--- src/rtl/fifo_drain_scheduler.sv ---
// fifo_drain_scheduler
//   Core-clock scheduler that drains NUM_CH sample FIFOs into one shared
//   valid/ready sink. Picks a non-empty, unmasked channel round-robin, reads one
//   word at a time (FIFO read latency 1), and presents each word with its
//   channel tag. A grant lasts at most BURST_LEN words.
//
// Ports
//   clk2       core clock, all state on posedge
//   reset_n    asynchronous active-low reset
//   enable     allows new bursts; dropping it ends the current burst early
//   ch_mask    per-channel eligibility (sampled only when choosing a grant)
//   ch_empty   per-channel FIFO empty flags
//   ch_rd_en   per-channel FIFO read enable, one-hot or zero
//   ch_data    FIFO output words, channel i at [i*DATA_WIDTH +: DATA_WIDTH]
//   out_data   captured word
//   out_ch     channel the word came from
//   out_last   last word of the current burst
//   out_valid  word valid, held until out_ready
//   out_ready  sink accepts the word
//   busy       scheduler is in a burst (state != IDLE)
module fifo_drain_scheduler #(
  parameter int NUM_CH     = 4,
  parameter int DATA_WIDTH = 8,
  parameter int BURST_LEN  = 4
) (
  input  logic                         clk2,
  input  logic                         reset_n,
  input  logic                         enable,
  input  logic [NUM_CH-1:0]            ch_mask,
  input  logic [NUM_CH-1:0]            ch_empty,
  output logic [NUM_CH-1:0]            ch_rd_en,
  input  logic [NUM_CH*DATA_WIDTH-1:0] ch_data,
  output logic [DATA_WIDTH-1:0]        out_data,
  output logic [$clog2(NUM_CH)-1:0]    out_ch,
  output logic                         out_last,
  output logic                         out_valid,
  input  logic                         out_ready,
  output logic                         busy
);

  localparam int CH_W = $clog2(NUM_CH);
  localparam int WC_W = $clog2(BURST_LEN) + 1;

  typedef enum logic [1:0] {IDLE, RD, CAP, OUT} state_t;

  state_t                            state, state_nx;
  logic [CH_W-1:0]                   rr_ptr, grant, pick;
  logic                              pick_ok;
  logic [WC_W-1:0]                   word_cnt;
  logic [NUM_CH-1:0]                 req, lane_sel, lane_empty;
  logic [NUM_CH-1:0][DATA_WIDTH-1:0] ch_words, lane_data;
  logic [DATA_WIDTH-1:0]             grant_data;
  logic                              grant_empty;
  logic                              rd_cycle;

  function automatic logic [CH_W-1:0] next_ch(input logic [CH_W-1:0] c);
    return (c == CH_W'(NUM_CH - 1)) ? '0 : c + 1'b1;
  endfunction

  assign req      = ~ch_empty & ch_mask;
  assign ch_words = ch_data;

  // Round-robin pick: scan offsets high to low so the nearest request to
  // rr_ptr is the last (winning) assignment.
  always_comb begin
    logic [CH_W-1:0] idx;
    pick    = '0;
    pick_ok = 1'b0;
    for (int i = NUM_CH - 1; i >= 0; i--) begin
      idx = CH_W'((int'(rr_ptr) + i) % NUM_CH);
      if (req[idx]) begin
        pick    = idx;
        pick_ok = 1'b1;
      end
    end
  end

  // Per-channel lane: read strobe never fires on an empty FIFO, and the
  // selected lane's data/empty are OR-reduced into the granted view.
  for (genvar i = 0; i < NUM_CH; i++) begin : g_lane
    assign lane_sel[i]   = (grant == CH_W'(i));
    assign ch_rd_en[i]   = lane_sel[i] & rd_cycle & ~ch_empty[i];
    assign lane_empty[i] = lane_sel[i] & ch_empty[i];
    assign lane_data[i]  = lane_sel[i] ? ch_words[i] : '0;
  end

  always_comb begin
    grant_data = '0;
    for (int i = 0; i < NUM_CH; i++) grant_data = grant_data | lane_data[i];
  end

  assign grant_empty = |lane_empty;

  // State register
  always_ff @(posedge clk2 or negedge reset_n) begin
    if (!reset_n) state <= IDLE;
    else          state <= state_nx;
  end

  // Next-state logic
  always_comb begin
    state_nx = state;
    case (state)
      IDLE:    if (enable && pick_ok) state_nx = RD;
      // Flag went empty between grant and read: abandon without a word.
      RD:      state_nx = grant_empty ? IDLE : CAP;
      CAP:     state_nx = OUT;
      OUT:     if (out_ready) state_nx = out_last ? IDLE : RD;
      default: state_nx = IDLE;
    endcase
  end

  // State-decoded outputs
  always_comb begin
    busy     = (state != IDLE);
    rd_cycle = (state == RD);
  end

  // Grant, pointer, counter and output word registers
  always_ff @(posedge clk2 or negedge reset_n) begin
    if (!reset_n) begin
      rr_ptr    <= '0;
      grant     <= '0;
      word_cnt  <= '0;
      out_data  <= '0;
      out_ch    <= '0;
      out_last  <= 1'b0;
      out_valid <= 1'b0;
    end else begin
      case (state)
        IDLE: if (enable && pick_ok) begin
          grant    <= pick;
          word_cnt <= '0;
        end
        RD: if (grant_empty) rr_ptr <= next_ch(grant);
        CAP: begin
          out_data  <= grant_data;
          out_ch    <= grant;
          // End the burst at the length cap, when the FIFO just ran dry,
          // or when enable was pulled.
          out_last  <= (word_cnt == WC_W'(BURST_LEN - 1)) || grant_empty || !enable;
          out_valid <= 1'b1;
        end
        OUT: if (out_ready) begin
          out_valid <= 1'b0;
          word_cnt  <= word_cnt + 1'b1;
          if (out_last) rr_ptr <= next_ch(grant);
        end
        default: ;
      endcase
    end
  end

endmodule

--- config.mk ---
export PLATFORM = sky130hd
export DESIGN_NAME = fifo_drain_scheduler
export DESIGN_NICKNAME = d
export VERILOG_FILES = /design/src/rtl/fifo_drain_scheduler.sv
export SDC_FILE = /design/constraint.sdc
export NUM_CORES = 1
export LEC_CHECK = 0
export ABC_AREA = 1
export CELL_PAD_IN_SITES_DETAIL_PLACEMENT = 0
export CELL_PAD_IN_SITES_GLOBAL_PLACEMENT = 1
export CORE_MARGIN = 2
export CORE_UTILIZATION = 31
export DETAILED_ROUTE_END_ITERATION = 12
export GPL_TIMING_DRIVEN = 1
export PLACE_DENSITY = 0.84
export SETUP_SLACK_MARGIN = 0.02
export SYNTH_ARGS = -nofsm -noshare
export SYNTH_HDL_FRONTEND = slang
export SYNTH_SLANG_ARGS = --single-unit
--- constraint.sdc ---
create_clock -name clk2 -period 3.6 [get_ports clk2]
set_input_delay 0.54 -clock clk2 [delete_from_list [all_inputs] [get_ports clk2]]
set_output_delay 0.54 -clock clk2 [all_outputs]
set_load 0.05 [all_outputs]
==> impl_metrics.env <==
export IMPL_status="complete, no violations"
export IMPL_syn_inst=192
export IMPL_synth_compound_area_share_pct=13.4
export IMPL_cts_tree="yes"
export IMPL_min_from="out_valid$_DFFE_PN0P_"
export IMPL_end_kind="primary output"
export IMPL_hold_buffers=0
export IMPL_criticalPathCategory="reg -> out"
export IMPL_finalCritPeriodShare_pct=78.7
export IMPL_synthXorXnorAreaFrac_pct=1.24
export IMPL_synth_common_cells="nand2_1, dfrtp_1, nor2_1"
export IMPL_path_clk_slew_ps=70
export IMPL_yosys_most_used_dff="dfrtp_1"
export IMPL_diodes=0
export IMPL_r2r_end="rr_ptr[1]$_DFFE_PN0P_"
export IMPL_skew_ps=7.74
export IMPL_syn_num_nets=242
export IMPL_hold_slack_ps=506
export IMPL_gr_usage_all_layers_pct=15.6
export IMPL_synth_cell_types=26
export IMPL_vias_per_cell=4.80
export IMPL_portBuffers=60
export IMPL_cts_buffers=3
export IMPL_holdPathEnd="out_valid$_DFFE_PN0P_"
export IMPL_r2r_start="grant[0]$_DFFE_PN0P_"
export IMPL_place_congestion=0.778
export IMPL_finalSetupViolations=0
export IMPL_arrival_ps=2290
export IMPL_r2r_setup_slack_ps=1850
export IMPL_cts_path_max_buffers=2
export IMPL_path_max_fanout=9
export IMPL_clkPwrFrac_pct=9.2
export IMPL_drcViolationCount=0
export IMPL_yosys_warnings=0
export IMPL_p_int_mw=0.811
export IMPL_dp_hpwl_um=2920
export IMPL_dieWidth_um=71.5
export IMPL_ios=61
export IMPL_synthSimpleGateAreaFrac_pct=34.5
export IMPL_whs_path_depth=2
export IMPL_layout_drive_gt1_share_pct=8.00
export IMPL_slew_headroom_pct=34.1
export IMPL_dieHeight_um=71.5
export IMPL_tns_ps=0
export IMPL_cp_start_kind="register"
export IMPL_yosysTopAreaCell="dfrtp_1"
export IMPL_grt_pass1_wl_um=6350
export IMPL_drv_cap=0
export IMPL_max_vdd_ir_drop_mv=0.484
export IMPL_period_minus_slack_ps=2830
export IMPL_route_vias_total=1449
export IMPL_antenna_found_initial=0
export IMPL_p_sw_mw=0.882
export IMPL_synth_seq_cells=21
export IMPL_p_leak_nw=0.920
export IMPL_slew_viol_final=0
export IMPL_syn_area_per_cell_um2=7.36
export IMPL_syn_cell_area_um2=1410
export IMPL_grt_overflow=0
export IMPL_async_reset_ff_share_pct=100
export IMPL_cts_resized=0
export IMPL_avgRoutedWirePerCell_um=12.7
export IMPL_worst_r2r_path_depth=8
export IMPL_grt_max_degree=22
export IMPL_synth_top_family_by_area="simple AND/OR/NAND/NOR gates"
export IMPL_antenna_left=0
export IMPL_coreArea_um2=4380
export IMPL_power_density_nw_per_um2=816
export IMPL_grt_pass1_vias=1394
export IMPL_synth_adder_area_share_pct=5.31
export IMPL_core_rowCount=24
export IMPL_clk_insertion_delay_late_ps=260
export IMPL_synth_edf_count=0
export IMPL_clock_sinks=21
export IMPL_comb_power_share_pct=64.2
export IMPL_rsz0062_at_grt="no"
export IMPL_ys_seq_area_share_pct=37.2
export IMPL_cp_required_ps=3060
export IMPL_nets=301
export IMPL_drt_iter0_drc=86
export IMPL_fmax_mhz=353
export IMPL_wirelength_um=3840
export IMPL_p_seq_share_pct=26.6
export IMPL_dr_pass1_iters=4
export IMPL_fill_cells=436
export IMPL_post_cts_setup_buffer_count=0
export IMPL_cts_root_buf="clkbuf_8"
export IMPL_yosysMostFrequentCell="nand2_1"
export IMPL_area_growth_pct=46.9
export IMPL_htreeDepth=1
export IMPL_tightest_slew_ps=985
export IMPL_muxShareOfSynthArea_pct=0
export IMPL_hold_path_class="reg -> reg"
export IMPL_synth_area_leaders="dfrtp_1, nand2_1, ha_1"
export IMPL_initial_core_util_pct=32.2
export IMPL_die_area_um2=5110
export IMPL_swShare_pct=52.1
export IMPL_final_hold_violation_count=0
export IMPL_synth_top_area_share_pct=37.2
[worst max path at each step]
stage / to / startpoint
2_1_floorplan: ch_rd_en[2] / grant[0]$_DFFE_PN0P_
3_3_place_gp: ch_rd_en[0] / ch_empty[0]
6_report: ch_rd_en[2] / grant[0]$_DFFE_PN0P_
4_1_cts: ch_rd_en[2] / grant[0]$_DFFE_PN0P_
3_5_place_dp: ch_rd_en[0] / ch_empty[0]
5_1_grt: ch_rd_en[2] / grant[0]$_DFFE_PN0P_
[cell usage in the layout (no fill, tap or decap), drive strengths merged]
cell           synthesis  layout
nand3                 15      15
o21ai                  8       8
xor2                   1       1
ha                     6       6
nor2                  22      22
and2                   1       1
clkbuf                 0       3
a21oi                 13      13
dfrtp                 21      21
clkdlybuf4s50          0      60
nor3b                  1       1
nand2                 68      68
xnor2                  1       1
inv                   18      18
a41oi                  8       8
clkinv                 0       1
o22ai                  1       1
nor3                   2       2
[metal layers]
metal,vias up,GRT usage [%],wire length [um]
li1,749,-,-
met4,0,1.89,15
met2,51,26.4,1680
met5,-,0,0
met3,2,4.08,339
met1,647,20.6,1800
[through the flow]
stage | std cells | utilization [%] | setup WS (ps) | total power [mW] | instance area, um2
after detailed placement | 298 | 46.3 | 1010 | 1.55 | 2030
after floorplan | 192 | - | 1130 | 1.24 | 1410
after global placement | 298 | 46.3 | 1030 | 1.55 | 2030
after CTS | 302 | 47.3 | 725 | 1.71 | 2080
final | 302 | 47.3 | 766 | 1.69 | 2080
after global routing | 302 | 47.3 | 628 | 1.85 | 2080
[area by class of cell]
type / count / area [um2] / share of cell area, %
flip-flops and latches: 21 / 526 / 25.3
clock inverters: 1 / 5.00 / 0.241
clock buffers: 3 / 41.3 / 1.99
multi-input cells: 147 / 768 / 37.0
well taps: 52 / 65.1 / 3.13
inverters: 18 / 70.1 / 3.38
repair buffers: 60 / 601 / 28.9
[power by group through the flow]
stage	Combinational (mW)	Sequential (mW)	Clock, mW
floorplan	0.593	0.644	0
global placement	1.10	0.451	0
detailed placement	1.10	0.455	0
CTS	1.10	0.451	0.164
global route	1.21	0.466	0.173
finish	1.09	0.450	0.156
[kinds of logic (layout without fill, tap and decap cells)]
| kind of cell | count (synthesis) | count (layout) |
|---|---|---|
| compound gates | 30 | 30 |
| xor+xnor | 2 | 2 |
| fa+ha+maj | 6 | 6 |
| buf+inv | 24 | 82 |
| flops | 21 | 21 |
| simple gates | 109 | 109 |
[sequential cells by signal, summed over array words and instances (netlist names), named ones only]
signal     cells
state          1
grant          2
out_ch         2
out_valid      1
out_data       8
word_cnt       3
out_last       1
rr_ptr         2
[worst max-delay path, stage by stage (launching register included)]
cell             delay, ps
dfrtp_1                420
inv_1                  120
ha_1                   380
inv_1                  110
nor3_1                 180
clkdlybuf4s50_1        820
Note: power is estimated with default switching activity, not from simulation.
